### src/rtl/cpu_run_ctrl.sv
// -----------------------------------------------------------------------------
// cpu_run_ctrl
//
// Run controller for the R-type pipeline CPU. It feeds the CPU's next-address
// output back to its fetch address until the end of instruction memory, waits
// for the pipeline to drain, and then streams every register-file word out
// over a valid/ready port. It also supports single-step fetch and a watchdog
// that forces a drain when a program loops forever.
//
// Ports
//   clk, rst_n     rising-edge clock, asynchronous active-low reset
//   start          level-sampled; accepted only in IDLE or DONE
//   step_mode      1 = advance the fetch address only when step is high
//   step           single-step advance; ignored outside RUN or step_mode = 0
//   Output_Addr    next fetch address produced by the CPU
//   Input_Addr     registered fetch address driven to the CPU
//   rf_rd_addr     register-file read index (equals dump_idx)
//   rf_rd_data     combinational register-file read data
//   dump_valid, dump_ready, dump_data, dump_idx
//                  register dump stream, one word per accepted beat
//   busy           high in RUN, DRAIN or DUMP
//   done           high in DONE
//   timeout        sticky watchdog flag, cleared by the next accepted start
//   run_cycles     number of RUN cycles, saturating at 0xFFFF
// -----------------------------------------------------------------------------
module cpu_run_ctrl #(
  parameter int ADDR_W       = 32,
  parameter int INSTR_MAX    = 128,
  parameter int INSTR_BYTES  = 4,
  parameter int DRAIN_CYCLES = 4,
  parameter int REG_MAX      = 32,
  parameter int REG_W        = 32,
  parameter int TIMEOUT      = 1024,
  localparam int IDX_W       = $clog2(REG_MAX)
) (
  input  logic              clk,
  input  logic              rst_n,
  input  logic              start,
  input  logic              step_mode,
  input  logic              step,
  input  logic [ADDR_W-1:0] Output_Addr,
  output logic [ADDR_W-1:0] Input_Addr,
  output logic [IDX_W-1:0]  rf_rd_addr,
  input  logic [REG_W-1:0]  rf_rd_data,
  output logic              dump_valid,
  input  logic              dump_ready,
  output logic [REG_W-1:0]  dump_data,
  output logic [IDX_W-1:0]  dump_idx,
  output logic              busy,
  output logic              done,
  output logic              timeout,
  output logic [15:0]       run_cycles
);

  localparam logic [ADDR_W-1:0] END_ADDR     = ADDR_W'(INSTR_MAX - INSTR_BYTES);
  localparam int                DRAIN_W      = $clog2(DRAIN_CYCLES + 1);
  localparam logic [DRAIN_W-1:0] DRAIN_LOAD  = DRAIN_W'(DRAIN_CYCLES - 1);
  localparam logic [IDX_W-1:0]  LAST_IDX     = IDX_W'(REG_MAX - 1);
  // The watchdog compares run_cycles + 1 against TIMEOUT on 17 bits so the
  // increment cannot wrap; TIMEOUT values above 65536 never fire.
  localparam logic [16:0]       TIMEOUT_CMP  = 17'(TIMEOUT);

  typedef enum logic [2:0] {
    S_IDLE,
    S_RUN,
    S_DRAIN,
    S_DUMP,
    S_DONE
  } state_e;

  typedef struct packed {
    logic busy;
    logic done;
    logic valid;
  } flags_t;

  // Status outputs are registered alongside the state so they change on the
  // same edge as the transition and never glitch through a state decode.
  function automatic flags_t flags_of(input state_e s);
    flags_t f;
    f.busy  = (s == S_RUN) || (s == S_DRAIN) || (s == S_DUMP);
    f.done  = (s == S_DONE);
    f.valid = (s == S_DUMP);
    return f;
  endfunction

  state_e             state_q;
  flags_t             flags_q;
  logic [DRAIN_W-1:0] drain_q;
  logic [IDX_W-1:0]   idx_q;
  logic               timeout_q;

  logic               at_end;
  logic               tmo_hit;
  logic               advance;

  assign at_end  = (Input_Addr >= END_ADDR);
  assign tmo_hit = (({1'b0, run_cycles} + 17'd1) == TIMEOUT_CMP);
  assign advance = !step_mode || step;

  // NOTE: every state register below uses non-blocking assignment so all of
  // them sample the pre-edge values; mixing in blocking writes would make the
  // result depend on statement order.
  always_ff @(posedge clk or negedge rst_n) begin
    if (!rst_n) begin
      state_q    <= S_IDLE;
      flags_q    <= flags_of(S_IDLE);
      Input_Addr <= '0;
      run_cycles <= '0;
      timeout_q  <= 1'b0;
      drain_q    <= '0;
      idx_q      <= '0;
    end else begin
      unique case (state_q)
        S_IDLE, S_DONE: begin
          if (start) begin
            state_q    <= S_RUN;
            flags_q    <= flags_of(S_RUN);
            Input_Addr <= '0;
            run_cycles <= '0;
            timeout_q  <= 1'b0;
          end
        end

        S_RUN: begin
          if (run_cycles != 16'hFFFF) begin
            run_cycles <= run_cycles + 16'd1;
          end
          // End-of-memory takes priority over the watchdog, and a step that
          // arrives on the end-detect cycle is deliberately dropped.
          if (at_end) begin
            state_q <= S_DRAIN;
            flags_q <= flags_of(S_DRAIN);
            drain_q <= DRAIN_LOAD;
          end else if (tmo_hit) begin
            timeout_q <= 1'b1;
            state_q   <= S_DRAIN;
            flags_q   <= flags_of(S_DRAIN);
            drain_q   <= DRAIN_LOAD;
          end else if (advance) begin
            Input_Addr <= Output_Addr;
          end
        end

        S_DRAIN: begin
          if (drain_q == '0) begin
            state_q <= S_DUMP;
            flags_q <= flags_of(S_DUMP);
            idx_q   <= '0;
          end else begin
            drain_q <= drain_q - 1'b1;
          end
        end

        S_DUMP: begin
          if (dump_ready) begin
            if (idx_q == LAST_IDX) begin
              state_q <= S_DONE;
              flags_q <= flags_of(S_DONE);
            end else begin
              idx_q <= idx_q + 1'b1;
            end
          end
        end

        default: begin
          state_q <= S_IDLE;
          flags_q <= flags_of(S_IDLE);
        end
      endcase
    end
  end

  assign rf_rd_addr = idx_q;
  assign dump_idx   = idx_q;
  assign dump_data  = rf_rd_data;
  assign dump_valid = flags_q.valid;
  assign busy       = flags_q.busy;
  assign done       = flags_q.done;
  assign timeout    = timeout_q;

endmodule

### config.mk
export PLATFORM = sky130hd
export DESIGN_NAME = cpu_run_ctrl
export DESIGN_NICKNAME = d
export VERILOG_FILES = /design/src/rtl/cpu_run_ctrl.sv
export SDC_FILE = /design/constraint.sdc
export NUM_CORES = 1
export LEC_CHECK = 0
export ABC_AREA = 0
export CAP_MARGIN = 25
export CORE_UTILIZATION = 46
export DETAILED_ROUTE_END_ITERATION = 10
export GPL_TIMING_DRIVEN = 0
export HOLD_SLACK_MARGIN = 0.06
export PLACE_DENSITY_LB_ADDON = 0.15
export SETUP_SLACK_MARGIN = 0.1
export SYNTH_ARGS = -nofsm -noshare
export SYNTH_HDL_FRONTEND = slang
export SYNTH_SLANG_ARGS = --single-unit
### constraint.sdc
create_clock -name clk -period 6.25 [get_ports clk]
set_input_delay 1.875 -clock clk [delete_from_list [all_inputs] [get_ports clk]]
set_output_delay 1.875 -clock clk [all_outputs]
set_load 0.005 [all_outputs]
==> summary.md <==
| Metric | Value |
|---|---|
| Core footprint | `7730 um2` |
| CP peak stage delay | `0.51 ns` |
| Total number of vias | `3,461` |
| Vias in the first global route | `3,263` |
| Clock transition at path regs | `0.07 ns` |
| CTS H-Tree Depth | `3` |
| FF+latch area | `1580 um2` |
| Slew Viols, Final | `0` |
| Site Rows | `32` |
| Kind of critical path | `in2out` |
| Worst-path cell chain | `buf_4, clkdlybuf4s50_1` |
| Routed vias/inst | `5.37` |
| FF+latch count, synth | `63` |
| Setup tns final | `0 ns` |
| First-pass GRT wire length | `16,000 um` |
| Pin count of the biggest net entering global routing | `64` |
| Avg WL per Cell | `14.8 um` |
| Hold path endpoint | `drain_q[1]` |
| Die area | `8320 um2` |
| Height of the die | `91.2 um` |
| Hold WC Path Type | `reg2reg` |
| Post-synth cell types | `54` |
| Drt total wl | `9520 um` |
| IO Port Bufs | `131` |
| CTS tree | `yes` |
| Slowest cell on the critical path | `clkdlybuf4s50_1` |
| Synth Cell Area | `3660 um2` |
| Skew final | `0.00989 ns` |
| Max FO, Critical Path | `1` |
| Setup WS post-layout | `1.91 ns` |
| Detailed Routing Iterations Pass 1 | `4` |
| Postcts setup bufs | `0` |
| Worst r2r src | `state_q[1]` |
| Initial Util | `47.4%` |
| Area of the multi-input gates | `1540 um2` |
| Post-synthesis cell count | `394` |
| Area contributors post-synth | `dfrtp_1, o2bb2ai_1, buf_4` |
| Synth top area share | `43.0%` |
| RSZ-0062 raised after global routing | `no` |
| Register area share after synthesis | `43.0%` |
| Syn_area_per_cell | `9.30 um2` |
| Max Fclk | `0.230 GHz` |
| Ports | `164` |
| Hold Startpoint | `drain_q[1]` |
| Synthesized Nets | `470` |
| Area added between synthesis and finish | `45.4%` |
| Reg2Reg Depth | `7` |
| Final setup viols | `0` |
| # Max-Cap Violations | `0` |
| Finished Cell Area | `5330 um2` |
| Worst Path Arrival | `2.46 ns` |
| Nets | `613` |
| GP Congestion | `0.873` |
| Share of layout cells above drive strength 1 | `14.0%` |
| Setup WS pre-CTS | `1.90 ns` |
| Tightest Pin Transition | `0.785 ns` |
| Power Dens Cells | `319 nW/um2` |
| Hold Path Stages | `2` |
| # DRC | `0` |
| Worst-skew pair later-pin latency | `0.35 ns` |
| Outcome | `complete, no violations` |
| Post-DRT Antenna Nets | `0` |
| FFs w/ async S/R, synth | `100%` |
| Period utilisation layout | `69.4%` |
| CTS Root Buffer Type | `clkbuf_8` |
| Fill cells | `602` |
| Resize count post-CTS | `0` |
| Reg-to-reg slack, setup | `3.17 ns` |
| Clock buffer depth | `2` |
| CTS Buf Count | `9` |
| Synth warn | `0` |
| Leak pwr | `2.25 nW` |
| Synth area leader | `dfrtp_1` |
| Placement Cell Area | `5100 um2` |
| Critical path buffer and inverter count | `2` |
| Min cycle time layout | `4.34 ns` |
| Initial antenna violation count | `0` |
| Final core occ | `68.9%` |
| Overall Global Routing Usage | `24.1%` |
| Fin. Hold Viols | `0` |
| Hold-fix buffers, CTS | `0` |
| Grt total ovfl | `0` |
| Number of flops mapped to enable cells by yosys | `0` |
| Violation count after the first detailed-route iteration | `156` |
| Antenna fix cells | `0` |
| Critical path required time | `4.38 ns` |
| Post-DP HPWL | `7090 um` |
| CTS sink count | `63` |
| Die W | `91.2 um` |
| Primary FF master, synth | `dfrtp_1` |
| Worst setup SP type | `input pin` |
| CP Capture Type | `output pin` |
| CP top delay family | `buffers and inverters` |
| Slew HR | `47.7%` |
| FF-to-FF End | `Input_Addr[6]` |
| Worst VDD drop | `182 uV` |
layout by cell type, fill, tap and decap left out, types with 4 or more instances in the layout:
cell type / netlist / final
inv_1: 43 / 43
nor3_1: 8 / 8
buf_4: 37 / 38
o21ai_0: 24 / 24
o2bb2ai_1: 32 / 32
nor4_1: 10 / 10
clkbuf_1: 12 / 13
nor2_1: 20 / 20
xnor2_1: 4 / 4
clkdlybuf4s50_1: 0 / 130
buf_2: 11 / 11
xor2_1: 4 / 4
ha_1: 6 / 6
nand4_1: 7 / 7
a21oi_1: 9 / 9
clkbuf_8: 0 / 10
o31a_1: 4 / 4
nand2b_1: 6 / 6
dfrtp_1: 63 / 63
nand3_1: 10 / 10
o31ai_1: 9 / 9
nand2_1: 19 / 19
worst reg2reg max path, delay by kind of cell, from the launching register on:
family | cells | cell delay (ns)
AND/OR/NAND/NOR | 2 | 0.86
buffers and inverters | 2 | 0.61
AO/OA/AOI/OAI | 3 | 1.17
flip-flops | 1 | 0.36
synthesized netlist by cell type (all sizes together) (2+ instances only):
master and instances:
a2111oi 2, a21o 2, a21oi 10, a31oi 3
and2 2, and4 3, buf 48, clkbuf 13
dfrtp 63, ha 6, inv 43, nand2 19
nand2b 6, nand3 10, nand3b 2, nand4 8
nor2 20, nor2b 3, nor3 8, nor3b 3
nor4 11, nor4b 3, o21ai 25, o22a 3
o2bb2ai 32, o31a 4, o31ai 9, o41ai 3
or2 2, or3 3, or3b 2, or4 3
xnor2 4, xor2 4
final cells by class:
cell class | count | area share, %
tap | 102 | 2.40
inverter | 43 | 3.03
clock inverter | 5 | 1.53
sequential | 63 | 29.6
clock buffer | 11 | 2.65
multi-input combinational | 227 | 29.0
buffer | 61 | 7.19
timing repair buffer | 132 | 24.6
routing by layer:
metal	vias to the layer above	share of wire (%)	GRT usage, %
met5	-	0	0
met4	0	1.4	8.47
met3	11	10	8.21
met2	183	48	38.7
met1	1610	41	30.2
li1	1657	-	-
stage by stage:
step                      power [W]  hold WS, ns  instances
final                       0.00170        0.493        644
after global routing        0.00182        0.542        644
after CTS                   0.00170        0.493        644
after detailed placement    0.00130        0.477        628
after global placement      0.00128        0.472        627
after floorplan            0.000978        0.454        394
report_power, final:
group	internal (W)	switching [W]	total (W)
sequential	0.000492	0.0000687	0.000561
clock	0.000236	0.000167	0.000403
combinational	0.000366	0.000369	0.000734
total	0.00109	0.000604	0.00170
how the worst max path moves through the flow:
stage | startpoint | end | slack, ns | cells past startpoint
final | rf_rd_data[16] | dump_data[16] | 1.91 | 2
after global routing | rf_rd_data[16] | dump_data[16] | 1.89 | 2
after CTS | rf_rd_data[16] | dump_data[16] | 1.90 | 2
after detailed placement | rf_rd_data[16] | dump_data[16] | 1.90 | 2
after global placement | rst_n | Input_Addr[31] | 1.26 | 1
after floorplan | rf_rd_data[0] | dump_data[0] | 2.39 | 1
state kept, by name, summed over array words and instances (netlist names), 3 cells and up:
| signal | count |
|---|---|
| Input_Addr | 32 |
| state_q | 3 |
| run_cycles | 16 |
| drain_q | 3 |
| dump_idx | 5 |
kinds of logic (layout without fill, tap and decap cells):
kind of cell / after synthesis / count (layout) / synth area share, %
buffers and inverters: 104 / 252 / 14.9
XOR/XNOR: 8 / 8 / 1.91
multiplexers: 2 / 2 / 0.581
flip-flops: 63 / 63 / 43.0
AND/OR/NAND/NOR: 111 / 111 / 17.7
AO/OA/AOI/OAI: 100 / 100 / 19.9
adder cells (fa/ha/maj): 6 / 6 / 2.05
Note: power is estimated with default switching activity, not from simulation.
